==> config.mk <==
export PLATFORM = sky130hd
export DESIGN_NAME = tc0260dar_palette
export DESIGN_NICKNAME = d
export VERILOG_FILES = /design/src/rtl/tc0260dar_pkg.sv /design/src/rtl/tc0260dar_expand.sv /design/src/rtl/tc0260dar_palette.sv
export SDC_FILE = /design/constraint.sdc
export NUM_CORES = 1
export LEC_CHECK = 0
export ABC_CLOCK_PERIOD_IN_PS = 4100
export CAP_MARGIN = 15
export CORE_ASPECT_RATIO = 1.25
export CORE_UTILIZATION = 47
export CTS_CLUSTER_SIZE = 12
export DETAILED_ROUTE_END_ITERATION = 10
export GPL_TIMING_DRIVEN = 1
export PLACE_DENSITY = 0.81
export REMOVE_ABC_BUFFERS = 1
export SYNTH_ARGS = -nofsm -noshare
export SYNTH_HDL_FRONTEND = slang
export SYNTH_SLANG_ARGS = --single-unit
==> constraint.sdc <==
create_clock -name clk -period 4.1 [get_ports clk]
set_input_delay 0.41 -clock clk [delete_from_list [all_inputs] [get_ports clk]]
set_output_delay 0.41 -clock clk [all_outputs]
set_load 0.005 [all_outputs]
==> src/rtl/tc0260dar_pkg.sv <==
// ---------------------------------------------------------------------------
// tc0260dar_pkg
// Shared definitions for the TC0260DAR palette/DAC stage.
//   dar_state_t : RAM-port arbiter states (pixel lookups and CPU accesses)
//   DAR_IDX_W   : default palette index width (8K entries)
//   expand5/4   : channel widening to 8 bits (RGB555 and RGB444 decodes)
// Optional feature macro used by the blocks that import this package:
//   DAR_RGB444_EN
// ---------------------------------------------------------------------------
package tc0260dar_pkg;

    localparam int DAR_IDX_W = 13;

    typedef enum logic [2:0] {
        IDLE     = 3'd0,
        PIX_RD   = 3'd1,
        PIX_CAP  = 3'd2,
        CPU_RD   = 3'd3,
        CPU_WR   = 3'd4,
        CPU_DONE = 3'd5
    } dar_state_t;

    // Replicating the top bits makes 0x1F map to 0xFF and 0x00 to 0x00.
    function automatic logic [7:0] expand5(input logic [4:0] c);
        return {c, c[4:2]};
    endfunction

    function automatic logic [7:0] expand4(input logic [3:0] c);
        return {c, c};
    endfunction

endpackage

==> src/rtl/tc0260dar_expand.sv <==
// ---------------------------------------------------------------------------
// tc0260dar_expand
// Combinational palette word -> 8-bit R/G/B.
//   word_i    in  16  palette word
//   rgb444_i  in  1   format select, only honoured when DAR_RGB444_EN is defined
//   r_o/g_o/b_o out 8 expanded channels
// Default: RGB555, word = xBBBBBGGGGGRRRRR.
// DAR_RGB444_EN: rgb444_i=1 selects RRRRGGGGBBBBxxxx.
// ---------------------------------------------------------------------------
module tc0260dar_expand
    import tc0260dar_pkg::*;
(
    input  logic [15:0] word_i,
    input  logic        rgb444_i,
    output logic [7:0]  r_o,
    output logic [7:0]  g_o,
    output logic [7:0]  b_o
);

`ifdef DAR_RGB444_EN
    always_comb begin
        if (rgb444_i) begin
            r_o = expand4(word_i[15:12]);
            g_o = expand4(word_i[11:8]);
            b_o = expand4(word_i[7:4]);
        end else begin
            r_o = expand5(word_i[4:0]);
            g_o = expand5(word_i[9:5]);
            b_o = expand5(word_i[14:10]);
        end
    end
`else
    assign r_o = expand5(word_i[4:0]);
    assign g_o = expand5(word_i[9:5]);
    assign b_o = expand5(word_i[14:10]);

    // Bit 15 carries no colour in RGB555; the format pin stays for a fixed interface.
    logic unused_ok;
    assign unused_ok = ^{word_i[15], rgb444_i};
`endif

endmodule

==> src/rtl/tc0260dar_palette.sv <==
// ---------------------------------------------------------------------------
// tc0260dar_palette
// Palette/DAC stage: looks up the per-pixel colour index in external
// single-port palette RAM and drives blanked 8-bit R/G/B one pixel later.
// The same RAM port serves 68000 reads/writes (CS edge, DTACK handshake);
// pixel lookups always take priority.
// Ports:
//   clk, reset            clock, asynchronous active-high reset
//   ce_pixel              pixel enable, one clk wide
//   SC, HBLn, VBLn        colour index and active-low blanks from the mixer
//   VA, Din, Dout         CPU word address, write data, read data
//   LDSn, UDSn, CSn, RW   CPU byte strobes, chip select, direction (1=read)
//   DACKn                 DTACK, active low (0 while CSn is high)
//   PA, PDin, PDout       palette RAM address, read data (1 clk after PA), write data
//   PWEUPn, PWELOn        palette RAM byte write enables, active low
//   rgb444                format select (DAR_RGB444_EN only)
//   R, G, B, HBLOn, VBLOn pixel colour and delayed blanks
// Optional feature macro: DAR_RGB444_EN (RGB444 decode path in the expander).
// ---------------------------------------------------------------------------
module tc0260dar_palette
    import tc0260dar_pkg::*;
#(
    parameter int IDX_W   = DAR_IDX_W,
    parameter int MIN_DIV = 4
) (
    input  logic             clk,
    input  logic             reset,
    input  logic             ce_pixel,
    input  logic [14:0]      SC,
    input  logic             HBLn,
    input  logic             VBLn,
    input  logic [IDX_W-1:0] VA,
    input  logic [15:0]      Din,
    output logic [15:0]      Dout,
    input  logic             LDSn,
    input  logic             UDSn,
    input  logic             CSn,
    input  logic             RW,
    output logic             DACKn,
    output logic [IDX_W-1:0] PA,
    input  logic [15:0]      PDin,
    output logic [15:0]      PDout,
    output logic             PWEUPn,
    output logic             PWELOn,
    input  logic             rgb444,
    output logic [7:0]       R,
    output logic [7:0]       G,
    output logic [7:0]       B,
    output logic             HBLOn,
    output logic             VBLOn
);

    // A pixel slot (3 clk) plus a CPU slot (2 clk) only interleave safely
    // when pixels are at least 4 clk apart.
    if (MIN_DIV < 4) begin : g_min_div_chk
        $error("tc0260dar_palette: MIN_DIV must be at least 4");
    end

    dar_state_t       state_q, state_d;
    logic [IDX_W-1:0] sc_q, pa_q, pa_d;
    logic             hbl_q, vbl_q, pix_pend_q, pix_req;
    logic [15:0]      col_q, dout_q;
    logic             csn_q, cs_fall, cs_rise, cpu_pend_q, cpu_go, cpu_rd_q, dtack_n_q;
    logic             pwe_up_n_q, pwe_up_n_d, pwe_lo_n_q, pwe_lo_n_d;
    logic [7:0]       r_q, g_q, b_q, exp_r, exp_g, exp_b;
    logic             hblo_q, vblo_q;

    assign pix_req = ce_pixel | pix_pend_q;
    assign cs_fall = csn_q & ~CSn;
    assign cs_rise = ~csn_q & CSn;
    // A request whose CSn has already risen is dropped, so an aborted write never reaches RAM.
    assign cpu_go  = cpu_pend_q & ~CSn;

    // ---------------- state register ----------------
    // NOTE: every clocked block uses <= so all registers see the pre-edge values of each other.
    always_ff @(posedge clk or posedge reset) begin
        if (reset) state_q <= IDLE;
        else       state_q <= state_d;
    end

    // ---------------- next state ----------------
    // NOTE: each combinational block assigns defaults first so no path can infer a latch.
    always_comb begin
        state_d = state_q;
        unique case (state_q)
            IDLE: begin
                if (pix_req)     state_d = PIX_RD;
                else if (cpu_go) state_d = RW ? CPU_RD : CPU_WR;
            end
            PIX_RD:          state_d = PIX_CAP;
            PIX_CAP:         state_d = IDLE;
            CPU_RD, CPU_WR:  state_d = CPU_DONE;
            CPU_DONE:        state_d = pix_req ? PIX_RD : IDLE;
            default:         state_d = IDLE;
        endcase
    end

    // ---------------- RAM port outputs (registered, decoded from next state) ----------------
    always_comb begin
        pa_d       = pa_q;
        pwe_up_n_d = 1'b1;
        pwe_lo_n_d = 1'b1;
        unique case (state_d)
            // Entering PIX_RD on the ce_pixel edge itself means sc_q is not loaded yet.
            PIX_RD: pa_d = ce_pixel ? SC[IDX_W-1:0] : sc_q;
            CPU_RD: pa_d = VA;
            CPU_WR: begin
                pa_d       = VA;
                pwe_up_n_d = UDSn;
                pwe_lo_n_d = LDSn;
            end
            default: ;
        endcase
    end

    always_ff @(posedge clk or posedge reset) begin
        if (reset) begin
            pa_q       <= '0;
            pwe_up_n_q <= 1'b1;
            pwe_lo_n_q <= 1'b1;
        end else begin
            pa_q       <= pa_d;
            pwe_up_n_q <= pwe_up_n_d;
            pwe_lo_n_q <= pwe_lo_n_d;
        end
    end

    // ---------------- pixel path ----------------
    tc0260dar_expand u_expand (
        .word_i   (col_q),
        .rgb444_i (rgb444),
        .r_o      (exp_r),
        .g_o      (exp_g),
        .b_o      (exp_b)
    );

    always_ff @(posedge clk or posedge reset) begin
        if (reset) begin
            sc_q       <= '0;
            hbl_q      <= 1'b0;
            vbl_q      <= 1'b0;
            pix_pend_q <= 1'b0;
            col_q      <= '0;
            r_q        <= '0;
            g_q        <= '0;
            b_q        <= '0;
            hblo_q     <= 1'b0;
            vblo_q     <= 1'b0;
        end else begin
            // Holds a pixel request while an in-flight CPU slot finishes.
            pix_pend_q <= pix_req && (state_d != PIX_RD);
            if (state_q == PIX_CAP) col_q <= PDin;
            if (ce_pixel) begin
                // Output the previous pixel (its colour is already in col_q), then latch this one.
                r_q    <= (hbl_q && vbl_q) ? exp_r : 8'd0;
                g_q    <= (hbl_q && vbl_q) ? exp_g : 8'd0;
                b_q    <= (hbl_q && vbl_q) ? exp_b : 8'd0;
                hblo_q <= hbl_q;
                vblo_q <= vbl_q;
                sc_q   <= SC[IDX_W-1:0];
                hbl_q  <= HBLn;
                vbl_q  <= VBLn;
            end
        end
    end

    // ---------------- CPU handshake ----------------
    always_ff @(posedge clk or posedge reset) begin
        if (reset) begin
            // Starting "low" means a CSn already held low across reset is not seen as a new cycle.
            csn_q      <= 1'b0;
            cpu_pend_q <= 1'b0;
            cpu_rd_q   <= 1'b0;
            dtack_n_q  <= 1'b1;
            dout_q     <= '0;
        end else begin
            csn_q <= CSn;
            if (state_d == CPU_RD)      cpu_rd_q <= 1'b1;
            else if (state_d == CPU_WR) cpu_rd_q <= 1'b0;

            if (cs_fall)                              cpu_pend_q <= 1'b1;
            else if (cs_rise || state_q == CPU_DONE)  cpu_pend_q <= 1'b0;

            if (cs_rise) begin
                dtack_n_q <= 1'b1;
            end else if (state_q == CPU_DONE && !CSn) begin
                dtack_n_q <= 1'b0;
                if (cpu_rd_q) dout_q <= PDin;
            end
        end
    end

    assign DACKn  = CSn ? 1'b0 : dtack_n_q;
    assign Dout   = dout_q;
    assign PA     = pa_q;
    assign PDout  = Din;
    assign PWEUPn = pwe_up_n_q;
    assign PWELOn = pwe_lo_n_q;
    assign R      = r_q;
    assign G      = g_q;
    assign B      = b_q;
    assign HBLOn  = hblo_q;
    assign VBLOn  = vblo_q;

    // Index bits above IDX_W are ignored by design.
    logic unused_ok;
    assign unused_ok = ^SC;

endmodule

Word-level counts from Yosys, hierarchy flattened

Index checks and enable logic that the tools add are counted.

Flip-flop bits (word level): 95

Equality and inequality tests: 9
Mux-type cells: 19
Bitwise operators: 7
Reductions and logical operators: 13

Operator list:

| kind                                                                    | count |
|---|---|
| 13-bit one-hot mux with 2 select lines                                  | 1 |
| 8-bit two-way mux                                                       | 3 |
| 13-bit two-way mux                                                      | 1 |
| 3-bit one-hot mux with 4 select lines                                   | 1 |
| 1-bit two-way mux                                                       | 10 |
| 3-bit by 2-bit equality test with 1-bit output, second input constant   | 3 |
| 3-bit equality test, second input constant                              | 3 |
| 3-bit two-way mux                                                       | 3 |
| 2-bit nonzero test                                                      | 4 |
| 3-bit by 1-bit equality test with 1-bit output, second input constant   | 2 |
| 2-bit OR reduction                                                      | 2 |
| 1-bit bitwise AND                                                       | 3 |
| 1-bit logical AND                                                       | 3 |
| 3-bit logical NOT                                                       | 1 |
| 3-bit by 1-bit inequality test with 1-bit output, second input constant | 1 |
| 1-bit inverter                                                          | 3 |
| 3-bit AND reduction                                                     | 1 |
| 1-bit logical NOT                                                       | 1 |
| 1-bit logical OR                                                        | 1 |
| 1-bit OR                                                                | 1 |

Depth between registers and ports, before layout

Gate-level depths: netlist (run 1).

Word-level depth: 8
Depth in mapped cells: 6
Mapped depth without buffers: 3

Hierarchy

Synthesis (run 1) repeated with hierarchy kept, for this count alone.

Cell total of the unflattened synthesis: 365
Area total of the unflattened synthesis: 4267.8 µm²

Modules (own cells, without submodules):

| module            | instances | cells each | area each (µm²) | seq. area each (µm²) |
|---|---|---|---|---|
| tc0260dar_palette | 1         | 341        | 4087.7          | 2406.1 |
| tc0260dar_expand  | 1         | 24         | 180.2           | 0.0 |

Worst setup path after synthesis (run 1)

Ideal clock, no wire load.

Path kind: register -> register
Start: register state_q[1]
End: register dout_q[0], in the netlist Dout[0]
Data arrival time: 1.487 ns
Data required time: 3.975 ns
Setup slack: 2.488 ns
Cell stages (with the launch flop): 6
Clock period less this slack: 1.612 ns
Cell sequence: dfrtp_1 > buf_6 > nand3b_4 > nor3b_4 > buf_6 > mux2_2

Word-level cells in the longest chain between the ends: 3

Ends and longest elaborated chain:

| item                                 | RTL line                 | RTL |
|---|---|---|
| from (decl)                          | tc0260dar_palette.sv:59  | `dar_state_t state_q, state_d;` |
| from (signal assigned)               | tc0260dar_palette.sv:78  | `else state_q <= state_d;` |
| 3-bit equality test                  | tc0260dar_palette.sv:186 | `end else if (state_q == CPU_DONE && !CSn) begin` |
| 1-bit logical AND                    | tc0260dar_palette.sv:186 |  |
| 3-bit AND reduction (no source line) | -                        |  |
| to (signal assigned)                 | tc0260dar_palette.sv:188 | `if (cpu_rd_q) dout_q <= PDin;` |
| to (decl)                            | tc0260dar_palette.sv:62  | `logic [15:0] col_q, dout_q;` |

Every way passes these cells.
A chain may end at the register's enable or synchronous reset.

Worst setup path after layout (run 1)

Start: input CSn
End: output DACKn

Word-level cells in the longest chain between the ends: 1

Ends and longest elaborated chain:

| item              | RTL line                 | RTL |
|---|---|---|
| from (decl)       | tc0260dar_palette.sv:37  | `input logic CSn,` |
| 1-bit two-way mux | tc0260dar_palette.sv:193 | `assign DACKn = CSn ? 1'b0 : dtack_n_q;` |
| to (decl)         | tc0260dar_palette.sv:39  | `output logic DACKn,` |

Every way passes these cells.

==> key figures, run 1 <==
Routing
  – Per-cell routed wire length: 16.23 um
  – Routed vias/inst: 5.357
  – Via count: 2,641
  – DRT Wirelength: 8.003 mm
  – Initial DRC Count: 101
  – DRT Pass-1 Iters: 4
  – Final ANT Viol Nets: 0
  – DRC errors left: 0

Global routing
  – GRT Util Overall: 20.38%
  – Antenna violations before repair: 0
  – Vias in the first global route: 2,649
  – First-pass GRT wire length: 12.72 mm
  – Largest net degree at the start of global routing: 68
  – Total congestion overflow: 0

Clocking
  – Clk Tree Root Cell: clkbuf_8
  – CTS tree: built
  – Post-cts sizing count: 0
  – Clock Tree Buf Depth: 2
  – Hold buffer count at CTS: 0
  – Post-CTS Setup Repair Bufs: 0
  – H-Tree Depth: 3
  – Register clock-pin slew on the reported worst setup and hold paths: 80 ps
  – Clk Latency, worst-skew pair: 350 ps
  – Num CTS Buffers: 9
  – Sink Count: 86

Floorplanning
  – Chip height: 102.0 um
  – DIE WIDTH: 82.01 um
  – Die area: 8366 um2
  – Starting Density: 48.27%
  – Core area: 7792 um2
  – Row cnt: 36
  – I/O pin cnt: 144

Cells and area
  – Share of post-route cells with drive strength above 1: 19.60%
  – Fillers: 616
  – Final Util: 62.57%
  – Layout area overhead: 29.64%
  – Diode count: 0
  – Final #Nets: 463

STA
  – Slew Viols, Final: 0
  – Clock skew: 8.619 ps
  – Final TNS setup: 0 ps
  – Peak Freq: 0.4799 GHz
  – Worst Max-Slew Pin Slew: 1132 ps
  – RSZ-0062 raised after global routing: no
  – Shortest period the worst path allows: 2084 ps
  – Final setup fails: 0
  – Crit share post-route: 50.82%
  – Slew headroom: 23.98%
  – Post-route setup slack: 2016 ps
  – Final hold vios: 0

Power and ir drop
  – Leak pwr: 2.028 nW
  – Pwr Density: 583.5 nW/um2
  – Worst VDD drop: 0.3535 mV

Synth
  – Top post-synthesis cells by area: dfrtp_1, mux2_2, buf_4
  – Flops & latches, synth: 86
  – Netlist cell types: 30
  – Synth warnings: 0
  – Synth Area in Simple Gates: 9.248%
  – Post-Syn Instances: 312
  – Synth Area per Inst: 12.05 um2
  – Mux cell area share after synthesis: 14.67%
  – Register area share after synthesis: 57.32%
  – Share of the synthesized area in the top cell type: 55.22%
  – Largest family of logic cells by synthesized area: multiplexers
  – Post-Synthesis Cell Area: 3761 um2
  – Synth Area in Adders: 0%
  – Post-synth top area cell: dfrtp_1
  – Synth Area in XOR/XNOR: 0.4657%
  – Compound-Gate Fraction of Synth Area: 8.184%

Run status
  – Outcome: finished clean

Placement
  – I/O Buffers: 108
  – Hpwl dp: 5.556 mm
  – DP Worst Slack: 1722 ps
  – Gp weighted congestion: 0.7075

Setup path
  – Worst path arrival time: 1670 ps
  – R2r setup slk: 2050 ps
  – CP Max Fanout: 8
  – Data required time of the critical path: 3690 ps
  – Crit path capture type: output port
  – Crit path launch type: input pin
  – Kind of critical path: input pin to output port

Job
  – MaxCap Viol Count: 0

Worst hold path
  – Hold Crit Class: input pin to asynchronous set/reset pin
cell type report:
type | instances | area [um2] | share of cell area, %
timing repair buffer | 114 | 1141 | 23.40
clock buffer | 14 | 152.6 | 3.131
multi-input combinational | 163 | 1225 | 25.12
clock inverter | 2 | 10.01 | 0.2053
tap | 95 | 118.9 | 2.438
inverter | 19 | 72.57 | 1.488
sequential | 86 | 2156 | 44.21
worst max-delay path: stages:
cell	delay, ps
clkdlybuf4s50_1	590
nor2_1	170
clkdlybuf4s50_1	510
metal layers:
metal | wire (um) | track usage, % | part of all wire, % | vias to the layer above
met2 | 3949 | 31.66 | 49 | 129
met1 | 3344 | 25.83 | 42 | 1290
met5 | 0 | 3.125 | 0 | -
met3 | 621 | 5.982 | 7.8 | 5
li1 | - | - | - | 1217
met4 | 89 | 9.312 | 1.1 | 0
cell families (layout without fill, tap and decap cells):
logic type,after synthesis,count (layout)
simple gates,60,60
flops,86,86
compound gates,52,52
buf+inv,63,149
xor+xnor,2,2
mux,49,49
sequential cells by signal, summed over array words and instances, names as in the netlist, 3 cells and up:
| register | cells |
|---|---|
| R | 5 |
| PA | 13 |
| G | 5 |
| state_q | 3 |
| col_q | 15 |
| Dout | 16 |
| sc_q | 13 |
| B | 5 |
placed cells by master (no fill, tap or decap), types with 2 or more instances in the layout:
master and instances:
clkbuf_8 10, mux2_2 49, buf_4 5, or3_1 2, clkinv_2 3, dfrtp_1 83, o21ai_0 17, dfstp_2 3
nand3b_1 2, clkdlybuf4s50_1 107, nor2_1 2, nand2_1 17, clkbuf_1 4, o31ai_1 14, nand3_1 14, a21oi_1 18
inv_1 18, nor3_1 15
path summary, 6_finish.rpt:
check / start / endpoint / cells after the start
setup / recovery: CSn / DACKn / 3
hold / removal: reset / Dout[4] / 2
setup reg to reg: state_q[0] / PA[8] / 3
hold reg to reg: csn_q / dtack_n_q / 1
max in group asynchronous: reset / PWEUPn / 4
min in group clk: csn_q / dtack_n_q / 1
stage by stage:
| stage | hold WS [ps] | instance area (um2) | std cells | power (W) |
|---|---|---|---|---|
| global placement | 414.1 | 4686 | 476 | 0.002299 |
| floorplan | 396.8 | 3452 | 268 | 0.001806 |
| CTS | 434.4 | 4848 | 492 | 0.002866 |
| finish | 329.0 | 4876 | 493 | 0.002845 |
| global route | 349.9 | 4876 | 493 | 0.003036 |
| detailed placement | 424.0 | 4686 | 476 | 0.002350 |
power breakdown:
| part | switching [W] | internal [W] | leakage, nW |
|---|---|---|---|
| clock network | 0.000277 | 0.000236 | 0.0844 |
| logic | 0.000427 | 0.000605 | 0.887 |
| registers | 0.000183 | 0.00112 | 1.06 |
cell usage after synthesis:
| master | number |
|---|---|
| o31ai_1 | 14 |
| nor3b_4 | 1 |
| buf_2 | 7 |
| o21bai_1 | 1 |
| nand2b_1 | 1 |
| a221o_1 | 1 |
| or3_1 | 2 |
| and3_1 | 1 |
| xor2_1 | 1 |
| clkbuf_1 | 3 |
| nor3_2 | 1 |
| buf_4 | 32 |
| o21ai_0 | 17 |
| nand3b_1 | 2 |
| dfstp_2 | 3 |
| nor4b_4 | 1 |
| nand3b_4 | 1 |
| buf_6 | 2 |
| xnor2_1 | 1 |
| o21ba_2 | 1 |
| mux2_2 | 49 |
| nand3_1 | 14 |
| nand2_1 | 17 |
| nor3b_2 | 1 |
| nor2_1 | 2 |
| a21oi_1 | 18 |
| and2_1 | 1 |
| nor3_1 | 15 |
| inv_1 | 19 |
| dfrtp_1 | 83 |
Note: power is estimated with default switching activity, not from simulation.
==> inputs of run 2 (changes only) <==
- ABC_CLOCK_PERIOD_IN_PS: 4100 -> 1700
- CORE_UTILIZATION: 47 -> 40
- PLACE_DENSITY: 0.81 -> 0.73
- clock period: 4.1 -> 1.7 ns (I/O delays scaled with it)
==> run 2 against run 1 <==
- clock skew shrank 1.5 ps
- register-to-register slack lost 1900 ps
- cell count grew 7.3%
- via count grew 2.2%
- worst hold slack lost 95 ps
- non-clock buffer count grew 9
- die area grew 17%
- first-iteration DRC count shrank 57%
- sequential cell count is the same
==> key figures, run 2 (synthesis results as in run 1) <==
Clocking
  – Post-CTS Setup Repair Bufs: 0 (unchanged)
  – Clock Tree Buf Depth: 2 (unchanged)
  – Clk Latency, worst-skew pair: 330 ps (-20 ps)
  – Num CTS Buffers: 9 (unchanged)
  – Clk Tree Root Cell: clkbuf_16
  – CTS tree: built
  – Sink Count: 86 (unchanged)
  – Register clock-pin slew on the reported worst setup and hold paths: 60 ps (-20 ps)
  – H-Tree Depth: 3 (unchanged)

Power and ir drop
  – Clock power share: 25.8% (+7.8 points)
  – Pint: 0.005525 W (+180%)
  – Seq pwr share: 39.5% (-6.2 points)
  – Gate power share: 34.8% (-1.5 points)
  – Worst VDD drop: 0.8578 mV (+140%)
  – Total Power: 0.007802 W (+170%)
  – Switch Pwr: 0.002277 W (+160%)
  – Leak pwr: 2.159 nW (+6.4%)
  – Sw Ratio: 29.18% (-2.0 points)
  – Pwr Density: 1515 nW/um2 (+160%)

Floorplanning
  – Row cnt: 39 (+8.3%)
  – I/O pin cnt: 144 (unchanged)
  – Core area: 9125 um2 (+17%)
  – Die area: 9797 um2 (+17%)
  – Chip height: 110.4 um (+8.2%)
  – DIE WIDTH: 88.73 um (+8.2%)
  – Starting Density: 41.22% (-7.0 points)

Routing
  – Via count: 2,698 (+2.2%)
  – Final ANT Viol Nets: 0 (unchanged)
  – DRT Pass-1 Iters: 8 (+4)
  – Routed vias/inst: 5.100 (-4.8%)
  – Initial DRC Count: 43 (-57%)
  – DRT Wirelength: 8.553 mm (+6.9%)
  – DRC errors left: 0 (unchanged)
  – Per-cell routed wire length: 16.17 um (-0.40%)

Worst hold path
  – Hold path start: ce_pixel
  – Hold Crit Class: input pin to register
  – Hold EP: pix_pend_q
  – Hold Crit Depth: 3

Global routing
  – Vias in the first global route: 2,840 (+7.2%)
  – Largest net degree at the start of global routing: 87 (+28%)
  – Total congestion overflow: 0 (unchanged)
  – GRT Util Overall: 18.59% (-1.8 points)
  – First-pass GRT wire length: 13.98 mm (+9.9%)
  – Antenna violations before repair: 0 (unchanged)

Setup path
  – Reg2Reg Depth: 3 (unchanged)
  – R2r setup slk: 140 ps (-1910 ps)
  – Worst path arrival time: 1790 ps (+120 ps)
  – Crit Reg-Reg Startpoint: state_q[0]
  – Launch point of the worst path: state_q[0]
  – Crit path capture type: register
  – Crit path launch type: register
  – Kind of critical path: register to register
  – Data required time of the critical path: 1930 ps (-1760 ps)
  – CP Max Fanout: 13 (+5)
  – RR Endpoint: PA[5]

STA
  – Slew Viols, Final: 0 (unchanged)
  – Slew headroom: 54.11% (+30 points)
  – Post-route setup slack: 141.6 ps (-1875 ps)
  – RSZ-0062 raised after global routing: no
  – Shortest period the worst path allows: 1558 ps
  – Crit share post-route: 91.67%
  – Worst Max-Slew Pin Slew: 687.7 ps (-444.5 ps)
  – Peak Freq: 0.6417 GHz
  – Final hold vios: 0 (unchanged)
  – Clock skew: 7.093 ps (-1.526 ps)
  – Hold Slack: 234.3 ps (-94.68 ps)
  – Final setup fails: 0 (unchanged)

Cells and area
  – Commonest cells after routing, fill and taps aside: clkdlybuf4s50_1, dfrtp_1, mux2_2, a21oi_1, inv_1
  – Final instance area: 5151 um2 (+5.6%)
  – Fillers: 774 (+26%)
  – Share of post-route cells with drive strength above 1: 22.41% (+2.8 points)
  – Max reg flops: 16 (unchanged)
  – Diode count: 0 (unchanged)
  – Final #Nets: 472 (+1.9%)
  – Layout area overhead: 36.96%
  – Register area: 2156 um2 (unchanged)
  – Commonest non-fill, non-tap cell in the layout: clkdlybuf4s50_1
  – Final Util: 56.45% (-6.1 points)
  – Multi-input combinational cell area: 1236 um2 (+0.92%)

Job
  – MaxCap Viol Count: 0 (unchanged)

Placement
  – Hpwl dp: 5.964 mm (+7.3%)
  – Gp weighted congestion: 0.7206 (+1.9%)
  – DP Worst Slack: -171.9 ps (-1894 ps)
  – Dpl cell area: 4833 um2 (+3.2%)
  – I/O Buffers: 108 (unchanged)

Run status
  – Outcome: finished clean
run 2: how the worst max path moves through the flow:
stage	to	slack, ps	depth (start not counted)
after floorplan	B[2]	-690	1
after global placement	PA[6]	-20	3
after detailed placement	PA[0]	-170	3
after CTS	PA[5]	6	3
after global routing	PA[12]	30	3
final	PA[5]	140	3
run 2: area by class of cell:
class	count	area share (%)
Inverter	19	1.409
Tap cell	123	2.988
Clock buffer	10	4.445
Timing Repair Buffer	123	23.85
Multi-Input combinational cell	163	24.00
Sequential cell	86	41.85
Clock inverter	5	1.457
run 2: critical path, stage by stage (launching register included):
cell,delay [ps]
dfrtp_1,460
xor2_2,610
nor3_1,150
o31ai_1,240
run 2: repair_timing:
item                       in CTS  in global routing
hold buffers                    0                  0
hold endpoints to repair        0                  0
setup endpoints to repair      13                 13
pin swaps                       0                  0
gates resized for setup         1                  2
run 2: power groups by stage:
stage          clock network, W  registers, W  logic [W]
2_1_floorplan                 0       0.00311    0.00124
3_3_place_gp                  0       0.00306    0.00262
3_5_place_dp                  0       0.00309    0.00273
4_1_cts                 0.00206       0.00307    0.00274
5_1_grt                 0.00215       0.00315    0.00295
6_report                0.00201       0.00308    0.00271
run 2: through the flow:
stage,setup TNS [ps],instances
final,0,529
after global routing,0,529
after CTS,0,529
after detailed placement,-1663,514
after global placement,-236.5,514
after floorplan,-58060,268
run 2: layer usage:
metal  track usage [%]  wire length (um)
met5             1.705                 0
met4             7.957               136
met3             5.381               649
met2             30.31              4220
met1             22.38              3546
==> inputs of run 3 (changes only) <==
- CORE_MARGIN: not set -> 3
==> run 3 against run 2 <==
- clock power fell by 24%
- utilization rose by 0.63 points
- die area rose by 8.3%
- non-clock buffer count rose by 2
- first-iteration DRC count rose to 2.6 times the previous value
- sequential cell count did not move
- clock skew fell by 1.7 ps
- clock-buffer cell count rose by 3
- critical endpoint is now PA[10]
==> key figures, run 3 (synthesis results as in run 1) <==
Setup path
  – CP Buf/Inv Count: 2 (+2)
  – Worst path arrival time: 1890 ps (+100 ps)
  – Slowest Stage Delay on Critical Path: 550 ps (-60 ps)
  – Crit path capture type: register
  – RR Endpoint: PA[10]
  – Data required time of the critical path: 1920 ps (about the same)
  – Crit Reg-Reg Startpoint: state_q[0]
  – Kind of critical path: register to register
  – Critical path cell sequence: buf_4 > xnor2_1 > buf_4 > a21oi_1 > o31ai_1
  – Crit path top cell by count: buf_4
  – Reg2Reg Depth: 5 (+2)
  – CP delay by family, top: flip-flops
  – Crit path launch type: register
  – Slowest cell on crit path: dfrtp_1
  – R2r setup slk: 30 ps (-110 ps)
  – CP Max Fanout: 14 (+1)

Clocking
  – Hold buffer count at CTS: 0 (unchanged)
  – Clk Latency, worst-skew pair: 340 ps (about the same)
  – H-Tree Depth: 3 (unchanged)
  – Sink Count: 86 (unchanged)
  – Register clock-pin slew on the reported worst setup and hold paths: 80 ps (+20 ps)
  – Post-CTS Setup Repair Bufs: 0 (unchanged)
  – Clock Tree Buf Depth: 2 (unchanged)
  – Num CTS Buffers: 9 (unchanged)
  – CTS tree: built
  – Clk Tree Root Cell: clkbuf_8

Floorplanning
  – DIE WIDTH: 92.73 um (+4.5%)
  – I/O pin cnt: 144 (unchanged)
  – Die area: 10,610 um2 (+8.3%)
  – Chip height: 114.4 um (+3.6%)
  – Core area: 8939 um2 (-2.0%)
  – Starting Density: 42.08% (+0.86 points)
  – Row cnt: 38 (-2.6%)

Power and ir drop
  – Worst VDD drop: 0.7352 mV (-14%)
  – Gate power share: 37.3% (+2.5 points)
  – Switch Pwr: 0.002234 W (-1.9%)
  – Leak pwr: 2.128 nW (-1.5%)
  – Total Power: 0.007336 W (-6.0%)
  – Pint: 0.005102 W (-7.7%)
  – Sw Ratio: 30.45% (+1.3 points)
  – Pwr Density: 1438 nW/um2 (-5.1%)
  – Seq pwr share: 42.0% (+2.5 points)
  – Clock power share: 20.7% (-5.1 points)

Cells and area
  – Max reg flops: 16 (unchanged)
  – Layout area overhead: 35.66%
  – Share of post-route cells with drive strength above 1: 22.98% (+0.57 points)
  – Fillers: 746 (-3.6%)
  – Commonest non-fill, non-tap cell in the layout: clkdlybuf4s50_1
  – Final #Nets: 474 (+0.42%)
  – Commonest cells after routing, fill and taps aside: clkdlybuf4s50_1, dfrtp_1, mux2_2, a21oi_1, inv_1
  – Diode count: 0 (unchanged)
  – Final Util: 57.08% (+0.63 points)

STA
  – Final setup fails: 0 (unchanged)
  – RSZ-0062 raised after global routing: no
  – Clock skew: 5.349 ps (-1.744 ps)
  – Crit share post-route: 98.13% (+6.5 points)
  – Shortest period the worst path allows: 1668 ps (+109.8 ps)
  – Slew Viols, Final: 0 (unchanged)
  – Final hold vios: 0 (unchanged)
  – Slew headroom: 60.60% (+6.5 points)
  – Peak Freq: 0.5994 GHz (-6.6%)
  – Hold Slack: 175.2 ps (-59.16 ps)
  – Worst Max-Slew Pin Slew: 590.5 ps (-97.16 ps)

Placement
  – Hpwl dp: 6.216 mm (+4.2%)
  – I/O Buffers: 108 (unchanged)
  – Gp weighted congestion: 0.7602 (+5.5%)

Routing
  – Routed vias/inst: 5.043 (-1.1%)
  – Per-cell routed wire length: 16.24 um (+0.46%)
  – DRT Pass-1 Iters: 4 (-4)
  – DRC errors left: 0 (unchanged)
  – Final ANT Viol Nets: 0 (unchanged)
  – Initial DRC Count: 110 (+160%)
  – DRT Wirelength: 8.592 mm (+0.46%)
  – Via count: 2,668 (-1.1%)

Global routing
  – GRT Util Overall: 16.63% (-2.0 points)
  – Vias in the first global route: 2,750 (-3.2%)
  – First-pass GRT wire length: 13.80 mm (-1.3%)
  – Total congestion overflow: 0 (unchanged)
  – Antenna violations before repair: 0 (unchanged)
  – Largest net degree at the start of global routing: 51 (-41%)

Worst hold path
  – Hold Crit Class: input pin to asynchronous set/reset pin

Run status
  – Outcome: finished clean

Job
  – MaxCap Viol Count: 0 (unchanged)
==> run 3: cell types whose count changed in the layout (fill, tap and decap cells not counted) <==
cell,change
dlymetal6s2s_1,-1
buf_12,+1
clkinv_2,-1
clkbuf_8,+13
buf_4,+1
clkbuf_16,-9
xor2_2,-1
xor2_4,+1
clkdlybuf4s50_1,+1
clkbuf_1,-1
buf_2,-1
bufinv_16,-1
dlygate4sd2_1,+1
==> run 3: timing repair <==
action	4_1_cts	5_1_grt
hold endpoints to repair	0	0
cloned	0	0
gates resized for setup	2	2
setup endpoints to repair	14	12
==> run 3: through the flow <==
| stage | worst slack (ps) | TNS (ps) | std cells | area (um2) |
|---|---|---|---|---|
| after detailed placement | -327.1 | -3746 | 513 | 4862 |
| final | 31.75 | 0 | 529 | 5102 |
| after floorplan | -686.9 | -58060 | 268 | 3452 |
| after CTS | 50.19 | 0 | 529 | 5087 |
| after global placement | -198.7 | -2868 | 513 | 4862 |
| after global routing | 8.326 | 0 | 529 | 5102 |
==> run 3: power groups by stage <==
| stage | Combinational (W) | Clock (W) | Sequential [W] |
|---|---|---|---|
| 2_1_floorplan | 0.00124 | 0 | 0.00311 |
| 3_3_place_gp | 0.00263 | 0 | 0.00307 |
| 3_5_place_dp | 0.00274 | 0 | 0.00309 |
| 4_1_cts | 0.00274 | 0.00155 | 0.00307 |
| 5_1_grt | 0.00297 | 0.00164 | 0.00317 |
| 6_report | 0.00274 | 0.00152 | 0.00308 |
==> run 3: metal layers <==
metal,wire length [um],share of wire (%),GRT usage (%),vias to the layer above
li1,-,-,-,1225
met4,92,1.1,5.572,0
met2,4121,48,26.52,143
met3,664,7.7,5.720,11
met5,0,0,0,-
met1,3713,43,21.31,1289
==> run 3: layout make-up <==
cell class,instances,area [um2],area share (%)
clock inverter,3,40.04,0.7847
sequential,86,2156,42.25
multi-input combinational,163,1247,24.45
clock buffer,13,178.9,3.507
timing repair buffer,125,1257,24.64
tap,120,150.1,2.943
inverter,19,72.57,1.422
==> run 3: worst max path at each step <==
| stage | start | to | slack (ps) | cells after the start |
|---|---|---|---|---|
| 6_report | state_q[0] | PA[10] | 30 | 5 |
| 5_1_grt | state_q[0] | PA[10] | 8 | 5 |
| 4_1_cts | pix_pend_q | PA[10] | 50 | 3 |
| 3_5_place_dp | ce_pixel | PA[10] | -330 | 4 |
| 3_3_place_gp | ce_pixel | PA[8] | -200 | 4 |
| 2_1_floorplan | reset | B[2] | -690 | 1 |
==> run 3: worst register-to-register path: cells and delay by family, from the launching register on <==
kind / cells / cell delay (ps)
AOI/OAI and AO/OA: 2 / 430
xor gates and xnor gates: 1 / 120
buffers and inverters: 2 / 460
DFF: 1 / 550
